===== src/rtl/huffman_dc_decoder.sv =====
// Bit-serial decoder for the static DC Huffman code (prefix, magnitude, signed value).
// Define HUFFDEC_DC_DPCM_EN to add the DC predictor and output reconstructed values.
module huffman_dc_decoder (
  input  logic        clk,
  input  logic        rst_n,
  input  logic        bit_in,
  input  logic        bit_valid,
  output logic        bit_ready,
  input  logic        pred_clr,
  output logic        dc_valid,
  input  logic        dc_ready,
  output logic [10:0] dc_value,
  output logic [3:0]  dc_cat,
  output logic        dc_err
);

  typedef enum logic [1:0] {S_PFX, S_MAG, S_PAD, S_OUT} state_t;

  state_t      state_reg, state_next;
  logic [3:0]  pfx_cnt_reg;
  logic [1:0]  pfx_bits_reg;
  logic [3:0]  mag_cnt_reg;
  logic [3:0]  mag_cat_reg;
  logic [9:0]  mag_reg;
  logic [10:0] dc_value_reg;
  logic [3:0]  dc_cat_reg;
  logic        dc_err_reg;
  logic [10:0] pred_val;

  logic        take;
  logic [3:0]  pfx_cnt_next;
  logic [2:0]  pfx_shift;
  logic [3:0]  cat_res;
  logic        pfx_done;
  logic        pfx_bad;
  logic [10:0] mag_full;
  logic [3:0]  msb_sel;
  logic        msb;
  logic [10:0] ones_mask;
  logic [10:0] diff;
  logic        cat11_bad;

  assign take = bit_valid && bit_ready;

  always_ff @(posedge clk) begin
    if (!rst_n) state_reg <= S_PFX;
    else        state_reg <= state_next;
  end

  // Prefix resolution: 2-bit cat0, 3-bit cat1..5, then runs of ones ended by a zero.
  always_comb begin
    state_next   = state_reg;
    pfx_cnt_next = pfx_cnt_reg + 4'd1;
    pfx_shift    = {pfx_bits_reg, bit_in};
    cat_res      = 4'd0;
    pfx_done     = 1'b0;
    pfx_bad      = 1'b0;
    case (state_reg)
      S_PFX: if (take) begin
        if (pfx_cnt_next == 4'd2 && pfx_shift[1:0] == 2'b00) begin
          pfx_done = 1'b1;
        end else if (pfx_cnt_next == 4'd3 && pfx_shift != 3'b111) begin
          pfx_done = 1'b1;
          cat_res  = {1'b0, pfx_shift} - 4'd1;
        end else if (pfx_cnt_next >= 4'd4 && !bit_in) begin
          pfx_done = 1'b1;
          cat_res  = pfx_cnt_next + 4'd2;
        end else if (pfx_cnt_next == 4'd9) begin
          pfx_bad = 1'b1;
        end
        if (pfx_bad)       state_next = S_OUT;
        else if (pfx_done) state_next = (cat_res == 4'd0) ? S_PAD : S_MAG;
      end
      S_MAG: if (take && mag_cnt_reg == 4'd1) state_next = S_OUT;
      S_PAD: if (take) state_next = S_OUT;
      S_OUT: if (dc_ready) state_next = S_PFX;
      default: state_next = S_PFX;
    endcase
  end

  always_comb begin
    bit_ready = (state_reg != S_OUT);
    dc_valid  = (state_reg == S_OUT);
  end

  // A clear leading magnitude bit means the one's-complement negative.
  always_comb begin
    mag_full  = {mag_reg, bit_in};
    msb_sel   = mag_cat_reg - 4'd1;
    msb       = |(mag_full & (11'd1 << msb_sel));
    ones_mask = (11'd1 << mag_cat_reg) - 11'd1;
    diff      = msb ? mag_full : (mag_full - ones_mask);
    cat11_bad = (mag_cat_reg == 4'd11) && msb;
  end

  always_ff @(posedge clk) begin
    if (!rst_n) begin
      pfx_cnt_reg  <= '0;
      pfx_bits_reg <= '0;
      mag_cnt_reg  <= '0;
      mag_cat_reg  <= '0;
      mag_reg      <= '0;
      dc_value_reg <= '0;
      dc_cat_reg   <= '0;
      dc_err_reg   <= 1'b0;
    end else begin
      case (state_reg)
        S_PFX: if (take) begin
          pfx_cnt_reg  <= pfx_cnt_next;
          pfx_bits_reg <= pfx_shift[1:0];
          if (pfx_done) begin
            mag_cnt_reg <= cat_res;
            mag_cat_reg <= cat_res;
          end
          if (pfx_bad) begin
            dc_value_reg <= '0;
            dc_cat_reg   <= '0;
            dc_err_reg   <= 1'b1;
          end
        end
        S_MAG: if (take) begin
          mag_reg     <= mag_full[9:0];
          mag_cnt_reg <= mag_cnt_reg - 4'd1;
          if (mag_cnt_reg == 4'd1) begin
            dc_cat_reg   <= mag_cat_reg;
            dc_err_reg   <= cat11_bad;
            dc_value_reg <= cat11_bad ? 11'd0 : (pred_val + diff);
          end
        end
        S_PAD: if (take) begin
          dc_cat_reg   <= '0;
          dc_err_reg   <= 1'b0;
          dc_value_reg <= pred_val;
        end
        S_OUT: if (dc_ready) begin
          pfx_cnt_reg  <= '0;
          pfx_bits_reg <= '0;
          mag_cnt_reg  <= '0;
          mag_cat_reg  <= '0;
          mag_reg      <= '0;
        end
        default: ;
      endcase
    end
  end

`ifdef HUFFDEC_DC_DPCM_EN
  logic [10:0] pred_reg;

  // A clear wins over a same-cycle handshake update.
  always_ff @(posedge clk) begin
    if (!rst_n)                                          pred_reg <= '0;
    else if (pred_clr)                                   pred_reg <= '0;
    else if (state_reg == S_OUT && dc_ready && !dc_err_reg) pred_reg <= dc_value_reg;
  end

  assign pred_val = pred_reg;
`else
  logic unused_pred_clr;
  assign unused_pred_clr = pred_clr;
  assign pred_val        = '0;
`endif

  assign dc_value = dc_value_reg;
  assign dc_cat   = dc_cat_reg;
  assign dc_err   = dc_err_reg;

endmodule


===== config.mk =====
export PLATFORM = sky130hd
export DESIGN_NAME = huffman_dc_decoder
export DESIGN_NICKNAME = d
export VERILOG_FILES = /design/src/rtl/huffman_dc_decoder.sv
export SDC_FILE = /design/constraint.sdc
export NUM_CORES = 1
export LEC_CHECK = 0
export BUFFER_PORTS_ARGS = -buffer_cell sky130_fd_sc_hd__buf_2
export CAP_MARGIN = 10
export CORE_MARGIN = 2
export CORE_UTILIZATION = 45
export DETAILED_ROUTE_END_ITERATION = 8
export SYNTH_ARGS = -nofsm -noshare
export SYNTH_HDL_FRONTEND = slang
export SYNTH_SLANG_ARGS = --single-unit

===== constraint.sdc =====
create_clock -name clk -period 2.6 [get_ports clk]
set_clock_uncertainty 0.1 [all_clocks]
set_input_delay 0.52 -clock clk [delete_from_list [all_inputs] [get_ports clk]]
set_output_delay 0.52 -clock clk [all_outputs]
set_load 0.01 [all_outputs]

==> results of run 1 <==
power breakdown:
| part | internal [mW] | switching, mW | leakage (nW) |
|---|---|---|---|
| Combinational | 0.337 | 0.430 | 1.26 |
| Clock | 0.308 | 0.226 | 0.0573 |
| Sequential | 0.675 | 0.0317 | 0.341 |
| Total | 1.32 | 0.687 | 1.66 |
logic make-up (layout without fill, tap and decap cells):
family	Yosys count	count (layout)	synth area share, %
simple gates	137	137	21.9
compound gates	100	100	22.1
buf+inv	45	103	5.90
flops	42	42	26.1
fa+ha+maj	34	34	13.4
mux	22	22	6.99
xor+xnor	13	13	3.53
stage by stage:
step | hold WS, ns | worst slack [ns] | utilization [%]
after global placement | 0.341 | -0.0968 | 54.4
final | 0.356 | 0.0851 | 57.8
after CTS | 0.362 | 0.0000757 | 56.5
after detailed placement | 0.343 | -0.193 | 54.4
after floorplan | 0.362 | 0.0157 | -
after global routing | 0.388 | -0.0404 | 57.8
layout by cell type, fill, tap and decap left out, drive strengths merged, types with 3 or more instances in the layout:
cell type,instances
a31oi,5
nor3,11
buf,75
clkbuf,6
o2bb2ai,11
a211oi,8
a21o,5
nand2,34
mux2,4
and3,3
a211o,3
xnor2,11
nand3,18
o21ai,17
nand4,15
nor2b,3
nand3b,3
nor3b,5
a221oi,5
a21oi,28
dfxtp,42
nor2,27
ha,33
inv,20
mux2i,18
and2,5
routing by layer:
layer | up-vias | routed length (microns) | share of wire (%) | global-route usage (%)
met4 | 0 | 103 | 1.2 | 4.96
met3 | 8 | 220 | 2.6 | 2.89
li1 | 1562 | - | - | -
met5 | - | 0 | 0 | 0
met2 | 45 | 3870 | 46 | 35.3
met1 | 1467 | 4130 | 50 | 31.9
critical path, delay by kind of cell (launching register included):
| family | cells | cell delay, ns |
|---|---|---|
| flops | 1 | 0.38 |
| fa+ha+maj | 2 | 0.52 |
| compound gates | 2 | 0.63 |
| xor+xnor | 2 | 0.36 |
| buf+inv | 1 | 0.10 |
| simple gates | 2 | 0.32 |
repair_timing:
action	in CTS	in global routing
resized for setup	11	23
setup buffers	0	0
pin swaps	1	9
setup endpoints to repair	11	15
gates cloned	0	0
path summary, 6_finish.rpt:
kind / endpoint / slack (ns) / cells past startpoint
setup / recovery: state_reg[1] / 0.09 / 9
hold / removal: dc_cat[1] / 0.36 / 2
setup reg to reg: state_reg[1] / 0.09 / 9
hold reg to reg: dc_cat[1] / 0.36 / 2
final cells by class:
class	count	area share, %
repair buffers	75	12.8
clock inverters	1	0.756
flip-flops and latches	42	21.4
well taps	96	3.03
multi-input cells	306	58.0
clock buffers	6	2.08
inverters	21	1.99
==> reports/metrics.cfg, run 1 <==
[clock_tree]
clk_latency_ns=0.29
hold_buffers=0
cts_root_buf=clkbuf_8
cts_buffers=5
cts.clk_slew.worst_paths_ns=0.08
clockBufferDepth=2
htree_levels=2
cts_tree=built
clock-sinks=42

[floorplanning]
dieArea_sq_mm=0.00786
die_x_microns=88.6
die_h_microns=88.6
rows=30
core-area_sq_mm=0.00687
ios=24
initial_core_util_pct=46.9

[timing]
fin_setup_tns_ns=0
hold_viol=0
final-setup-viol-count=0
worst_pin_slew_ns=0.629
layout_min_cycle_time_ns=2.51
max_freq_mhz=398
rsz0062_at_grt=true
max_slew_margin_pct=58.1
drv_slew=0
fin_crit_sh_pct=96.7

[synth]
ys_seq_elements=42
ys_top_cells_by_count=dfxtp_1, nand2_1, ha_1
syn_avg_cell_area_sq_um=8.20
synth_top_area_cell=dfxtp_1
syn_area_sq_mm=0.00322
synth.most_common_cell=dfxtp_1
yosys-top-cells-area=dfxtp_1, ha_1, mux2i_1
synth_nets=433
synthCells=393
synth_cell_type_count=61
synth-edff-count=0
yosysTopAreaCellShare_pct=26.1
yosysSeqAreaShare_pct=26.1
ys_warn_count=0
yosys_most_used_dff=dfxtp_1
async_flop_share_pct=0

[setup_path]
reg2reg_from=pfx_cnt_reg[0]
path_cells=inv_1, ha_1, ha_1, xnor2_2, xnor2_1, nand4b_1, a221o_1, or2_0, a311oi_1
end_kind=flop
critPathLaunch=pfx_cnt_reg[0]
worstSetupStartpointType=flop
max_stage_delay_ns=0.38
worstPathArrival_ns=2.61
path_class=reg2reg
path_common_cell=ha_1
cp.required_ns=2.70
cp_max_fo=4
critical_path.slowest_cell=dfxtp_1

[detailed_routing]
antenna_left=0
first_pass_iters=4
avgRoutedWirePerCell_microns=15.2
drtIter0Drc=157
drt-total-wl_microns=8330
via_per_inst=5.63
drc=0
vias=3082

[finish]
finalInstanceArea_sq_mm=0.00397
num_antenna_cells=0
drive_gt1_share_pct=25.9
multi_input_area_sq_mm=0.00230
num-nets-final=491
finalNonFillerCells=547
seq_area_sq_um=848
area_delta_synth_final_pct=23.2
fillers=653
largest_reg_flops=11

[global_routing]
grt_max_degree=27
first_global_vias=2783
grt_pass1_wl_microns=13600
grt-ovfl-total=0
grtUsageTotal_pct=22.1
grt_antenna_before_repair=0

[worst_hold_path]
hold_start=dc_cat[1]
hp-class=reg2reg

[job]
maxCapViolations=0

[power]
leakage_nw=1.66
power_mw=2.01
max-vdd-ir-drop_mv=0.350
power_density_mw_per_mm2=506

[place]
gp_congestion=0.916
dp_cells=540
hpwl_microns=6270
dpl_cell_area_sq_mm=0.00374
numPortBuffers=22

[outcome]
outcome=finished, final reports clean

Note: power is estimated with default switching activity, not from simulation.
==> inputs of run 2 (changes only) <==
--- a/config.mk
+++ b/config.mk
@@ -10,6 +10,7 @@
 export CORE_MARGIN = 2
 export CORE_UTILIZATION = 45
 export DETAILED_ROUTE_END_ITERATION = 8
+export PLACE_DENSITY = 0.66
 export SYNTH_ARGS = -nofsm -noshare
 export SYNTH_HDL_FRONTEND = slang
 export SYNTH_SLANG_ARGS = --single-unit
==> reports/metrics.cfg, run 2 (synthesis gave the netlist of run 1 again) <==
[clock_tree]
cts.clk_slew.worst_paths_ns=0.09  ; about the same
htree_levels=2  ; unchanged
cts_tree=built
clock-sinks=42  ; unchanged
clockBufferDepth=2  ; unchanged
hold_buffers=0  ; unchanged
cts_buffers=5  ; unchanged
clk_latency_ns=0.32  ; +0.03 ns
cts_root_buf=clkbuf_8

[detailed_routing]
drtIter0Drc=188  ; +20%
first_pass_iters=4  ; unchanged
via_per_inst=5.68  ; +0.79%
drt-total-wl_microns=8160  ; -2.0%
vias=3078  ; -0.13%
antenna_left=0  ; unchanged
drc=0  ; unchanged
avgRoutedWirePerCell_microns=15.0  ; -1.1%

[floorplanning]
core-area_sq_mm=0.00687  ; unchanged
ios=24  ; unchanged
die_h_microns=88.6  ; unchanged
die_x_microns=88.6  ; unchanged
rows=30  ; unchanged
initial_core_util_pct=46.9  ; unchanged
dieArea_sq_mm=0.00786  ; unchanged

[finish]
fillers=655  ; +0.31%
final_common_cell=buf_4
finalNonFillerCells=542  ; -0.91%
num-nets-final=485  ; -1.2%
drive_gt1_share_pct=24.4  ; -1.5 points
num_antenna_cells=0  ; unchanged
area_delta_synth_final_pct=20.7
final_cell_mix=buf_4, dfxtp_1, nand2_1
largest_reg_flops=11  ; unchanged

[power]
max-vdd-ir-drop_mv=0.326  ; -6.8%
netSwitchingPower_mw=0.720  ; +4.8%
intPower_mw=1.29  ; -2.6%
power_mw=2.01  ; about the same
power_density_mw_per_mm2=516  ; +2.0%
pwr-share-seq_pct=35.6  ; +0.4 points
combPwrFrac_pct=37.0  ; -1.2 points
leakage_nw=1.63  ; -1.4%
p_sw_share_pct=35.9  ; +1.7 points
clkPwrFrac_pct=27.4  ; +0.8 points

[setup_path]
path_class=reg2reg
worstPathArrival_ns=2.65  ; +0.04 ns
critPathBufInv=1  ; unchanged
cp.required_ns=2.75  ; +0.05 ns
max_stage_delay_ns=0.47  ; +0.09 ns
cp_max_fo=7  ; +3
critical_path.slowest_cell=or4_1
end_kind=flop
path_delay_family=compound AO/OA/AOI/OAI gates
worstSetupStartpointType=flop
path_cells=ha_1, buf_4, and2_4, a211o_1, a21oi_4, o21ai_4, or4_1, a21oi_1

[timing]
layout_min_cycle_time_ns=2.50  ; -0.0187 ns
max_freq_mhz=401  ; +0.75%
hold_viol=0  ; unchanged
rsz0062_at_grt=true
drv_slew=0  ; unchanged
worst_pin_slew_ns=0.518  ; -0.111 ns
max_slew_margin_pct=65.1  ; +7.0 points
final-setup-viol-count=0  ; unchanged
fin_crit_sh_pct=96.0  ; -0.72 points
fin_setup_tns_ns=0  ; unchanged

[global_routing]
grt-ovfl-total=0  ; unchanged
grtUsageTotal_pct=22.3  ; +0.16 points
grt_pass1_wl_microns=13600  ; -0.56%
grt_max_degree=28  ; +3.7%
grt_antenna_before_repair=0  ; unchanged
first_global_vias=2852  ; +2.5%

[outcome]
outcome=finished, final reports clean

[job]
maxCapViolations=0  ; unchanged

[place]
gp_congestion=0.874  ; -4.5%
numPortBuffers=22  ; unchanged
hpwl_microns=6040  ; -3.5%
dp_cells=532  ; -1.5%

[worst_hold_path]
hp-class=reg2reg

## run 2: cell count changes in the layout (fill, tap and decap cells not counted), sizes merged
cell / delta
clkbuf: -1
buf: -6
clkinv: +2
## run 2: final timing paths
| path | startpoint | to | slack [ns] | depth (start not counted) |
|---|---|---|---|---|
| setup / recovery | pfx_cnt_reg[0] | mag_cat_reg[3] | 0.10 | 8 |
| hold / removal | dc_value[3] | dc_value[3] | 0.36 | 1 |
| setup reg to reg | pfx_cnt_reg[0] | mag_cat_reg[3] | 0.10 | 8 |
| hold reg to reg | dc_value[3] | dc_value[3] | 0.36 | 1 |
## run 2: layer usage
| layer | track usage (%) | vias to the layer above | routed length (microns) |
|---|---|---|---|
| met5 | 0 | - | 0 |
| met4 | 8.13 | 0 | 157 |
| met3 | 3.54 | 14 | 270 |
| met2 | 35.1 | 61 | 3760 |
| met1 | 30.7 | 1456 | 3970 |
| li1 | - | 1547 | - |
## run 2: stage by stage
| stage | worst slack [ns] | hold slack, ns | area, sq um | utilization (%) |
|---|---|---|---|---|
| final | 0.104 | 0.363 | 3890 | 56.6 |
| after CTS | 0.0122 | 0.367 | 3820 | 55.6 |
| after global routing | -0.0106 | 0.388 | 3890 | 56.6 |
| after floorplan | 0.0157 | 0.362 | 3230 | - |
| after global placement | -0.0651 | 0.340 | 3680 | 53.6 |
| after detailed placement | -0.113 | 0.341 | 3680 | 53.6 |
## run 2: layout make-up
class                           count  area, sq um  area share (%)
Tap cell                           96          120            3.09
Sequential cell                    42          850            21.8
Inverter                           21         78.8            2.03
Timing Repair Buffer               69          463            11.9
Clock inverter                      3         40.0            1.03
Clock buffer                        5         68.8            1.77
Multi-Input combinational cell    306         2270            58.3
## run 2: repair_timing
item	CTS	global route
setup endpoints to repair	5	21
pin swaps	0	9
hold endpoints to repair	0	0
setup buffers	0	2
resized for setup	7	21
## run 2: power groups by stage
stage          registers [mW]  clock network [mW]  logic [mW]
2_1_floorplan           0.722                   0       0.502
3_3_place_gp            0.724                   0       0.702
5_1_grt                 0.720               0.584       0.822
6_report                0.714               0.550       0.742
4_1_cts                 0.711               0.556       0.727
3_5_place_dp            0.726                   0       0.722
